$ cat src/rtl/fir_tap_mult_7x8_if.sv
// Sample/coefficient input bus and registered product outputs of the
// seven-tap FIR delay line multiplier.
interface fir_tap_mult_7x8_if;
    logic        clr;
    logic [7:0]  din;
    logic        din_valid;
    logic        coef_wr;
    logic [2:0]  coef_addr;
    logic [7:0]  coef_data;
    logic [15:0] a0, a1, a2, a3, a4, a5, a6;
    logic        prod_valid;
    logic        primed;

    modport master (
        output clr, din, din_valid, coef_wr, coef_addr, coef_data,
        input  a0, a1, a2, a3, a4, a5, a6, prod_valid, primed
    );

    modport slave (
        input  clr, din, din_valid, coef_wr, coef_addr, coef_data,
        output a0, a1, a2, a3, a4, a5, a6, prod_valid, primed
    );
endinterface

$ cat src/rtl/fir_tap_mult_7x8.sv
// Seven-tap sample delay line with a registered per-tap 8x8 coefficient
// multiply. Products feed the downstream adder cascade directly.

// One tap lane: registered tap * coef product.
module fir_tap_lane (
    input  logic        clk,
    input  logic        rst,
    input  logic        clr,
    input  logic        en,
    input  logic [7:0]  tap,
    input  logic [7:0]  coef,
    output logic [15:0] prod
);
    // Product register: loads on a stage-2 valid, flushed by clr.
    always_ff @(posedge clk or posedge rst) begin
        if (rst)
            prod <= '0;
        else if (clr)
            prod <= '0;
        else if (en)
            prod <= {8'd0, tap} * {8'd0, coef};
    end
endmodule

module fir_tap_mult_7x8 #(
    parameter int NTAPS = 7
) (
    input  logic               clk,
    input  logic               rst,
    fir_tap_mult_7x8_if.slave  bus
);
    localparam int STAGES = 2;

    logic [NTAPS-1:0][7:0]  tap;
    logic [NTAPS-1:0][7:0]  coef;
    logic [NTAPS-1:0][15:0] prod;
    logic [STAGES:0]        vld_pipe;
    logic [2:0]             cnt;

    // A sample is accepted only when no flush is requested in the same cycle.
    assign vld_pipe[0] = bus.din_valid & ~bus.clr;

    // Delay line: newest sample enters tap 0, oldest falls off tap 6.
    always_ff @(posedge clk or posedge rst) begin
        if (rst)
            tap <= '0;
        else if (bus.clr)
            tap <= '0;
        else if (vld_pipe[0])
            tap <= {tap[NTAPS-2:0], bus.din};
    end

    // Valid shift register; clr cancels anything in flight.
    always_ff @(posedge clk or posedge rst) begin
        if (rst)
            vld_pipe[STAGES:1] <= '0;
        else if (bus.clr)
            vld_pipe[STAGES:1] <= '0;
        else
            vld_pipe[STAGES:1] <= vld_pipe[STAGES-1:0];
    end

    // Coefficient file: address 7 matches no entry, so it is silently dropped.
    // Writes ignore clr so a flush never loses programming.
    always_ff @(posedge clk or posedge rst) begin
        if (rst)
            coef <= '0;
        else if (bus.coef_wr)
            for (int k = 0; k < NTAPS; k++)
                if (bus.coef_addr == 3'(k))
                    coef[k] <= bus.coef_data;
    end

    // Fill counter, saturating once the delay line holds real samples everywhere.
    always_ff @(posedge clk or posedge rst) begin
        if (rst)
            cnt <= '0;
        else if (bus.clr)
            cnt <= '0;
        else if (vld_pipe[0] && cnt != 3'd7)
            cnt <= cnt + 3'd1;
    end

    fir_tap_lane u_lane [NTAPS-1:0] (
        .clk  (clk),
        .rst  (rst),
        .clr  (bus.clr),
        .en   (vld_pipe[1]),
        .tap  (tap),
        .coef (coef),
        .prod (prod)
    );

    assign bus.a0         = prod[0];
    assign bus.a1         = prod[1];
    assign bus.a2         = prod[2];
    assign bus.a3         = prod[3];
    assign bus.a4         = prod[4];
    assign bus.a5         = prod[5];
    assign bus.a6         = prod[6];
    assign bus.prod_valid = vld_pipe[STAGES];
    assign bus.primed     = (cnt == 3'd7);
endmodule

$ cat src/flat_wrapper.sv
// flat-port wrapper written by rule: the top's interface ports become plain ports
module fir_tap_mult_7x8_flat 
#(
    parameter int NTAPS = 7
)
  (clk, rst, bus_clr, bus_din, bus_din_valid, bus_coef_wr, bus_coef_addr, bus_coef_data, bus_a0, bus_a1, bus_a2, bus_a3, bus_a4, bus_a5, bus_a6, bus_prod_valid, bus_primed);
  fir_tap_mult_7x8_if bus_i ();
  input  logic clk;
  input  logic rst;
  input wire logic [$bits(bus_i.clr)-1:0] bus_clr;
  input wire logic [$bits(bus_i.din)-1:0] bus_din;
  input wire logic [$bits(bus_i.din_valid)-1:0] bus_din_valid;
  input wire logic [$bits(bus_i.coef_wr)-1:0] bus_coef_wr;
  input wire logic [$bits(bus_i.coef_addr)-1:0] bus_coef_addr;
  input wire logic [$bits(bus_i.coef_data)-1:0] bus_coef_data;
  output wire logic [$bits(bus_i.a0)-1:0] bus_a0;
  output wire logic [$bits(bus_i.a1)-1:0] bus_a1;
  output wire logic [$bits(bus_i.a2)-1:0] bus_a2;
  output wire logic [$bits(bus_i.a3)-1:0] bus_a3;
  output wire logic [$bits(bus_i.a4)-1:0] bus_a4;
  output wire logic [$bits(bus_i.a5)-1:0] bus_a5;
  output wire logic [$bits(bus_i.a6)-1:0] bus_a6;
  output wire logic [$bits(bus_i.prod_valid)-1:0] bus_prod_valid;
  output wire logic [$bits(bus_i.primed)-1:0] bus_primed;
  assign bus_i.clr = bus_clr;
  assign bus_i.din = bus_din;
  assign bus_i.din_valid = bus_din_valid;
  assign bus_i.coef_wr = bus_coef_wr;
  assign bus_i.coef_addr = bus_coef_addr;
  assign bus_i.coef_data = bus_coef_data;
  assign bus_a0 = bus_i.a0;
  assign bus_a1 = bus_i.a1;
  assign bus_a2 = bus_i.a2;
  assign bus_a3 = bus_i.a3;
  assign bus_a4 = bus_i.a4;
  assign bus_a5 = bus_i.a5;
  assign bus_a6 = bus_i.a6;
  assign bus_prod_valid = bus_i.prod_valid;
  assign bus_primed = bus_i.primed;
  fir_tap_mult_7x8 #(.NTAPS(NTAPS)) u_core (.clk(clk), .rst(rst), .bus(bus_i));
endmodule
$ cat config.mk
export PLATFORM = sky130hd
export DESIGN_NAME = fir_tap_mult_7x8_flat
export DESIGN_NICKNAME = d
export VERILOG_FILES = /design/src/rtl/fir_tap_mult_7x8_if.sv /design/src/rtl/fir_tap_mult_7x8.sv /design/src/flat_wrapper.sv
export SDC_FILE = /design/constraint.sdc
export NUM_CORES = 1
export LEC_CHECK = 0
export ABC_AREA = 1
export BUFFER_PORTS_ARGS = -buffer_cell sky130_fd_sc_hd__buf_2
export CORE_UTILIZATION = 58
export CTS_CLUSTER_SIZE = 28
export DETAILED_ROUTE_END_ITERATION = 8
export GPL_ROUTABILITY_DRIVEN = 1
export PLACE_DENSITY = 0.79
export SLEW_MARGIN = 20
export SYNTH_ARGS = -nofsm -noshare
export SYNTH_HDL_FRONTEND = slang
export SYNTH_SLANG_ARGS = --single-unit
$ cat constraint.sdc
create_clock -name clk -period 7.2 [get_ports clk]
set_input_delay 1.08 -clock clk [delete_from_list [all_inputs] [get_ports clk]]
set_output_delay 1.08 -clock clk [all_outputs]
set_load 0.01 [all_outputs]
==> Yosys cells after proc, flatten, opt, wreduce, memory -nomap -nowiden <==
Cells that the tools add are included.
{ "totals": {"ff_bits": 229, "out_inout_bits": 114, "input_bits": 24, "wordCells": 72} }
{ "classes": {"mux": 19, "n_eq_ne": 8, "multipliers": 7, "add_sub_neg": 1, "n_bitwise": 2, "n_reduce_logical": 12} }
{ "op_table": {"columns": ["cell", "count"], "rows": [
  ["16-bit 2-to-1 mux", 14],
  ["8-bit by 8-bit multiplier with 16-bit output", 7],
  ["56-bit 2-to-1 mux", 2],
  ["2-bit AND reduction", 7],
  ["3-bit equality test (second input constant)", 4],
  ["3-bit by 2-bit equality test with 1-bit output (second input constant)", 2],
  ["3-bit 2-to-1 mux", 2],
  ["2-bit nonzero test", 3],
  ["3-bit by 1-bit adder with 3-bit output (second input constant)", 1],
  ["3-bit by 1-bit equality test with 1-bit output (second input constant)", 1],
  ["3-bit logical NOT", 1],
  ["3-bit inequality test (second input constant)", 1],
  ["2-bit 2-to-1 mux", 1],
  ["1-bit bitwise AND", 1],
  ["1-bit logical AND", 1],
  ["1-bit NOT", 1]
]} }

==> Longest topological paths before layout <==
{ "depth": {"ltp_word": 5, "ltp_mapped": 21, "mapped_depth_nobuf": 20} }

==> Modules after synthesis <==
From an unflattened synthesis, not the netlist that was laid out.
{ "hier_totals": {"hier_cells": 3503, "area_unflattened_um2": 25353.1} }
{ "modules_own_cells": {"columns": ["mod", "seq_area_each_um2", "n_inst", "cells_per_inst", "area_per_inst_um2"], "rows": [
  ["fir_tap_lane at u_core.u_lane[0] ...", 400.4, 3, 427, 2966.6],
  ["fir_tap_lane at u_core.u_lane[3] ...", 400.4, 3, 426, 2956.6],
  ["fir_tap_mult_7x8", 2927.8, 1, 516, 4616.9],
  ["fir_tap_lane at u_core.u_lane[6]", 400.4, 1, 428, 2966.6]
]} }

==> Worst setup path before layout <==
No wires, ideal clock.
{ "synth_timing": {"kind": "reg2reg", "start": "reg u_core.tap[53] in the netlist's numbering", "end": "reg u_core.u_lane[6].prod[15]", "stages_incl_launch_ff": 18, "synth_period_minus_slack_ns": 3.714, "path_buffers": 1, "setup_slack_ns": 3.486, "t_arrival_ns": 3.596, "required_ns": 7.083, "setup_time_ns": 0.117, "cell_sequence": "dfrtp_1 -> clkbuf_1 -> nand2_1 -> fa_1 -> fa_1 -> inv_1 -> fa_1 -> inv_1 -> fa_1 -> inv_1 -> ha_1 -> nand2_1 -> nor2_1 -> nand3_1 -> nand3_1 -> nand2_1 -> nand3_1 -> nand2_1"} }
{ "synth_via": {"elab_chain_cells": 3} }
{ "synth_lines": {"columns": ["item", "line_no", "rtl"], "rows": [
  ["start, declared", "fir_tap_mult_7x8.sv:34", "logic [NTAPS-1:0][7:0] tap;"],
  ["start signal, assigned", "fir_tap_mult_7x8.sv:50", "tap <= {tap[NTAPS-2:0], bus.din};"],
  ["8-bit by 8-bit multiplier with 16-bit output", "fir_tap_mult_7x8.sv:21", "prod <= {8'd0, tap} * {8'd0, coef};"],
  ["16-bit 2-to-1 mux", "fir_tap_mult_7x8.sv:20", "else if (en)"],
  ["16-bit 2-to-1 mux", "fir_tap_mult_7x8.sv:18", "else if (clr)"],
  ["end signal, assigned", "fir_tap_mult_7x8.sv:21", null],
  ["end, declared", "fir_tap_mult_7x8.sv:12", "output logic [15:0] prod"]
]} }
No other way between the ends. The select of a mux whose other input is x is not followed.
A chain may end at the register's enable or synchronous reset.

==> Worst setup path in the final report <==
{ "layout_timing": {"start": "reg u_core.tap[27] in the netlist's numbering", "end": "reg u_core.u_lane[3].prod[9]"} }
{ "layout_via": {"elab_chain_cells": 3} }
{ "layout_lines": {"columns": ["item", "line_no"], "rows": [
  ["8-bit by 8-bit multiplier with 16-bit output", "fir_tap_mult_7x8.sv:21"],
  ["16-bit 2-to-1 mux", "fir_tap_mult_7x8.sv:20"],
  ["16-bit 2-to-1 mux", "fir_tap_mult_7x8.sv:18"],
  ["end signal, assigned", "fir_tap_mult_7x8.sv:21"],
  ["end, declared", "fir_tap_mult_7x8.sv:12"]
]} }
No other way between the ends. The select of a mux whose other input is x is not followed.

==> run summary <==
Fillers -> 3681
syn_nets -> 3930
status -> finished clean
Longest Clk Path Bufs -> 3
Final nets -> 3951
worst relative slew slack -> 0.376
cells after synthesis -> 3400
FF-to-FF Start -> u_core.tap[27]
layout cells sized above 1 -> 0.0590
share of the yosys chip area belonging to registers -> 0.231
Slowest cell on crit path -> dfrtp_1
Port Buffers -> 137
Critical Path Source -> u_core.tap[27]
root buffer cell -> clkbuf_16
reg-to-reg endpoint -> u_core.u_lane[3].prod[9]
Seq cells post-synth -> 229
vias -> 20193
gr busiest metal -> met2
drt initial violations -> 1588
Top-Level Pins -> 138
placed insts -> 3930
most common cell in the netlist -> nand2_1
area of the core -> 42100 um^2
unrepaired setup endpoints after global routing -> no
flip-flop and latch area -> 5730 um^2
Logic pwr share -> 0.118
Post-synth EDFFs -> 0
Rows -> 75
# clock sinks -> 229
Final Hold Fails -> 0
Worst setup SP type -> register
max-slew violations -> 0
static leakage -> 18.0 nW
drt total wl -> 55200 um
grt total ovfl -> 0
DR WL/cell -> 13.9 um
DIE AREA -> 43700 um^2
# resized after CTS -> 0
final setup fails -> 0
Cell variety after synth -> 27
Inserted Clock Buffers -> 28
initial antenna violation count -> 3
Setup TNS -> 0 ns
CTS tree -> done
met3 Use GR -> 0.0352
ys async rst share -> 1.00
synth cell count leaders -> nand2_1, inv_1, ha_1
synth-to-layout area growth -> 7.23%
worst reg-to-reg path cell count -> 15
area of the multi-input gates -> 15000 um^2
Power Dens Cells -> 131 nW/um^2
reg-to-reg slack, setup -> 3.18 ns
critical path, cell by cell -> nand2_1 -> inv_1 -> fa_1 -> fa_1 -> inv_1 -> fa_1 -> fa_1 -> inv_1 -> ha_1 -> nand2_1 -> nand3_1 -> nand2_1 -> nand2_1 -> o21ai_0 -> o21ai_0
internal power -> 0.00244 W
Initial Utilization -> 0.590
Vias per Instance -> 5.07
Core Util, Final -> 0.632
Clock Power Share -> 0.437
Final ANT Viol Nets -> 0
main area contributors after synthesis -> dfrtp_1, fa_1, nand2_1
Worst Skew -> 0.0122 ns
kind of critical path -> reg2reg
endpoint class of the critical path -> register
first drt pass iteration count -> 5
Max rail drop VDD -> 0.000159 V
Worst Tran Pin Value -> 0.936 ns
H-tree depth -> 1
largest net degree at the start of global routing -> 167
cell taking the most area after synthesis -> dfrtp_1
Reg power frac -> 0.445
Worst EP required -> 7.65 ns
HP Class -> reg2reg
net switching power figure -> 0.00106 W
drt drc -> 0
global-route wire length before repair -> 95900 um
met1 Use GR -> 0.358
Synth Area per Inst -> 7.31 um^2
cts hold-fix bufs -> 0
Syn Std Cell Area -> 24800 um^2
Peak Freq -> 249 MHz
height of the die -> 209 um
slowest stage delay, CP -> 0.52 ns
vias in the first global route -> 20073
Post-synth top flop -> dfrtp_1
postcts setup bufs -> 0
total global-route track usage -> 0.267
Tcrit/Tclk final -> 0.558
clk_lat worst skew -> 0.58 ns
worst endpoint data arrival time -> 4.47 ns
Worst Setup EP -> u_core.u_lane[3].prod[9]
switch share -> 0.303
GR Util met2 -> 0.454
Synthesis Warnings -> 0
Horiz. Die Dim -> 209 um
routability congestion estimate -> 0.900
critical path fanouts, max -> 9
HPWL Detailed -> 42400 um
Yosys top cell area share -> 0.231
clk slew on worst S/H paths -> 0.06 ns
Final min period -> 4.02 ns
Max-cap violations -> 0
final std cells w/o fill -> 3983
[critical path, delay by kind of cell (launching register included)]
| kind | cells | cell delay (ns) |
|---|---|---|
| AO/OA/AOI/OAI | 2 | 0.29 |
| adder cells (fa/ha/maj) | 5 | 2.31 |
| buffers and inverters | 3 | 0.17 |
| flip-flops | 1 | 0.52 |
| AND/OR/NAND/NOR | 5 | 0.61 |
[cell usage in the layout, fill, tap and decap left out]
master / n
xor2_1: 7
o22ai_1: 40
clkbuf_1: 1
nand3_1: 128
nand4_1: 28
clkinv_2: 7
buf_2: 137
nand2_8: 1
nand2_1: 1065
ha_1: 254
nor2_1: 97
mux2_2: 1
inv_1: 934
buf_4: 5
diode_2: 1
clkbuf_8: 5
o21ai_1: 3
o31ai_1: 1
a32o_1: 7
a22o_1: 30
dfrtp_1: 229
inv_2: 2
fa_1: 252
nor2_4: 2
clkbuf_16: 29
buf_12: 1
clkinvlp_4: 2
clkinv_4: 4
a21oi_1: 39
o21ai_0: 121
a21o_1: 3
inv_4: 2
inv_6: 1
bufinv_16: 4
a21boi_0: 1
[power groups by stage]
| stage | clock (W) | combinational [W] | sequential [W] |
|---|---|---|---|
| after floorplan | 0 | 0.000437 | 0.00141 |
| after global placement | 0 | 0.000407 | 0.00157 |
| after CTS | 0.00156 | 0.000420 | 0.00155 |
| final | 0.00153 | 0.000414 | 0.00156 |
| after detailed placement | 0 | 0.000413 | 0.00157 |
| after global routing | 0.00161 | 0.000487 | 0.00157 |
[how the worst min path moves through the flow]
stage | from | end | slack (ns) | cells after the start
after floorplan | u_core.cnt[0] | u_core.cnt[0] | 0.46 | 1
after global placement | u_core.u_lane[6].prod[14] | u_core.u_lane[6].prod[14] | 0.46 | 2
after detailed placement | u_core.u_lane[6].prod[14] | u_core.u_lane[6].prod[14] | 0.46 | 2
after CTS | u_core.u_lane[6].prod[14] | u_core.u_lane[6].prod[14] | 0.48 | 2
after global routing | u_core.u_lane[6].prod[13] | u_core.u_lane[6].prod[13] | 0.48 | 2
final | u_core.u_lane[6].prod[14] | u_core.u_lane[6].prod[14] | 0.47 | 2
[per-layer routing]
layer / share of wire / up-vias
met1: 0.44 / 9559
met4: 0.026 / 4
met3: 0.057 / 89
met2: 0.48 / 530
met5: 0.00038 / -
li1: - / 10011
[sequential cells by signal, indices dropped and copies added, names as in the netlist]
signal and count:
u_core.bus.prod_valid 1, u_core.cnt 3, u_core.coef 56, u_core.tap 56, u_core.u_lane.prod 112, u_core.vld_pipe 1
[stage by stage]
step                      area [um^2]  power [W]  setup WS, ns  hold WS, ns
final                           26600    0.00350          3.18        0.472
after global routing            26600    0.00366          2.88        0.485
after CTS                       26600    0.00353          3.18        0.478
after detailed placement        25600    0.00198          3.23        0.460
after global placement          25600    0.00198          3.26        0.457
after floorplan                 24800    0.00184          3.13        0.460
[logic make-up (layout without fill, tap and decap cells)]
group / after synthesis / after routing / share of synthesized area
simple gates: 1321 / 1321 / 0.210
buf+inv: 1091 / 1134 / 0.168
fa+ha+maj: 506 / 506 / 0.331
compound gates: 245 / 245 / 0.0578
flops: 229 / 229 / 0.231
xor+xnor: 7 / 7 / 0.00247
mux: 1 / 1 / 0.000453
other cells: 0 / 1 / 0
[layout make-up]
cell class                 instances  share of cell area
tap                              539              0.0253
timing repair buffer             143              0.0279
clock inverter                    17             0.00775
antenna                            1           0.0000939
inverter                         939               0.133
clock buffer                      35              0.0300
sequential                       229               0.215
multi-input combinational       2080               0.561
No activity file was read; power rests on OpenSTA's default activity.
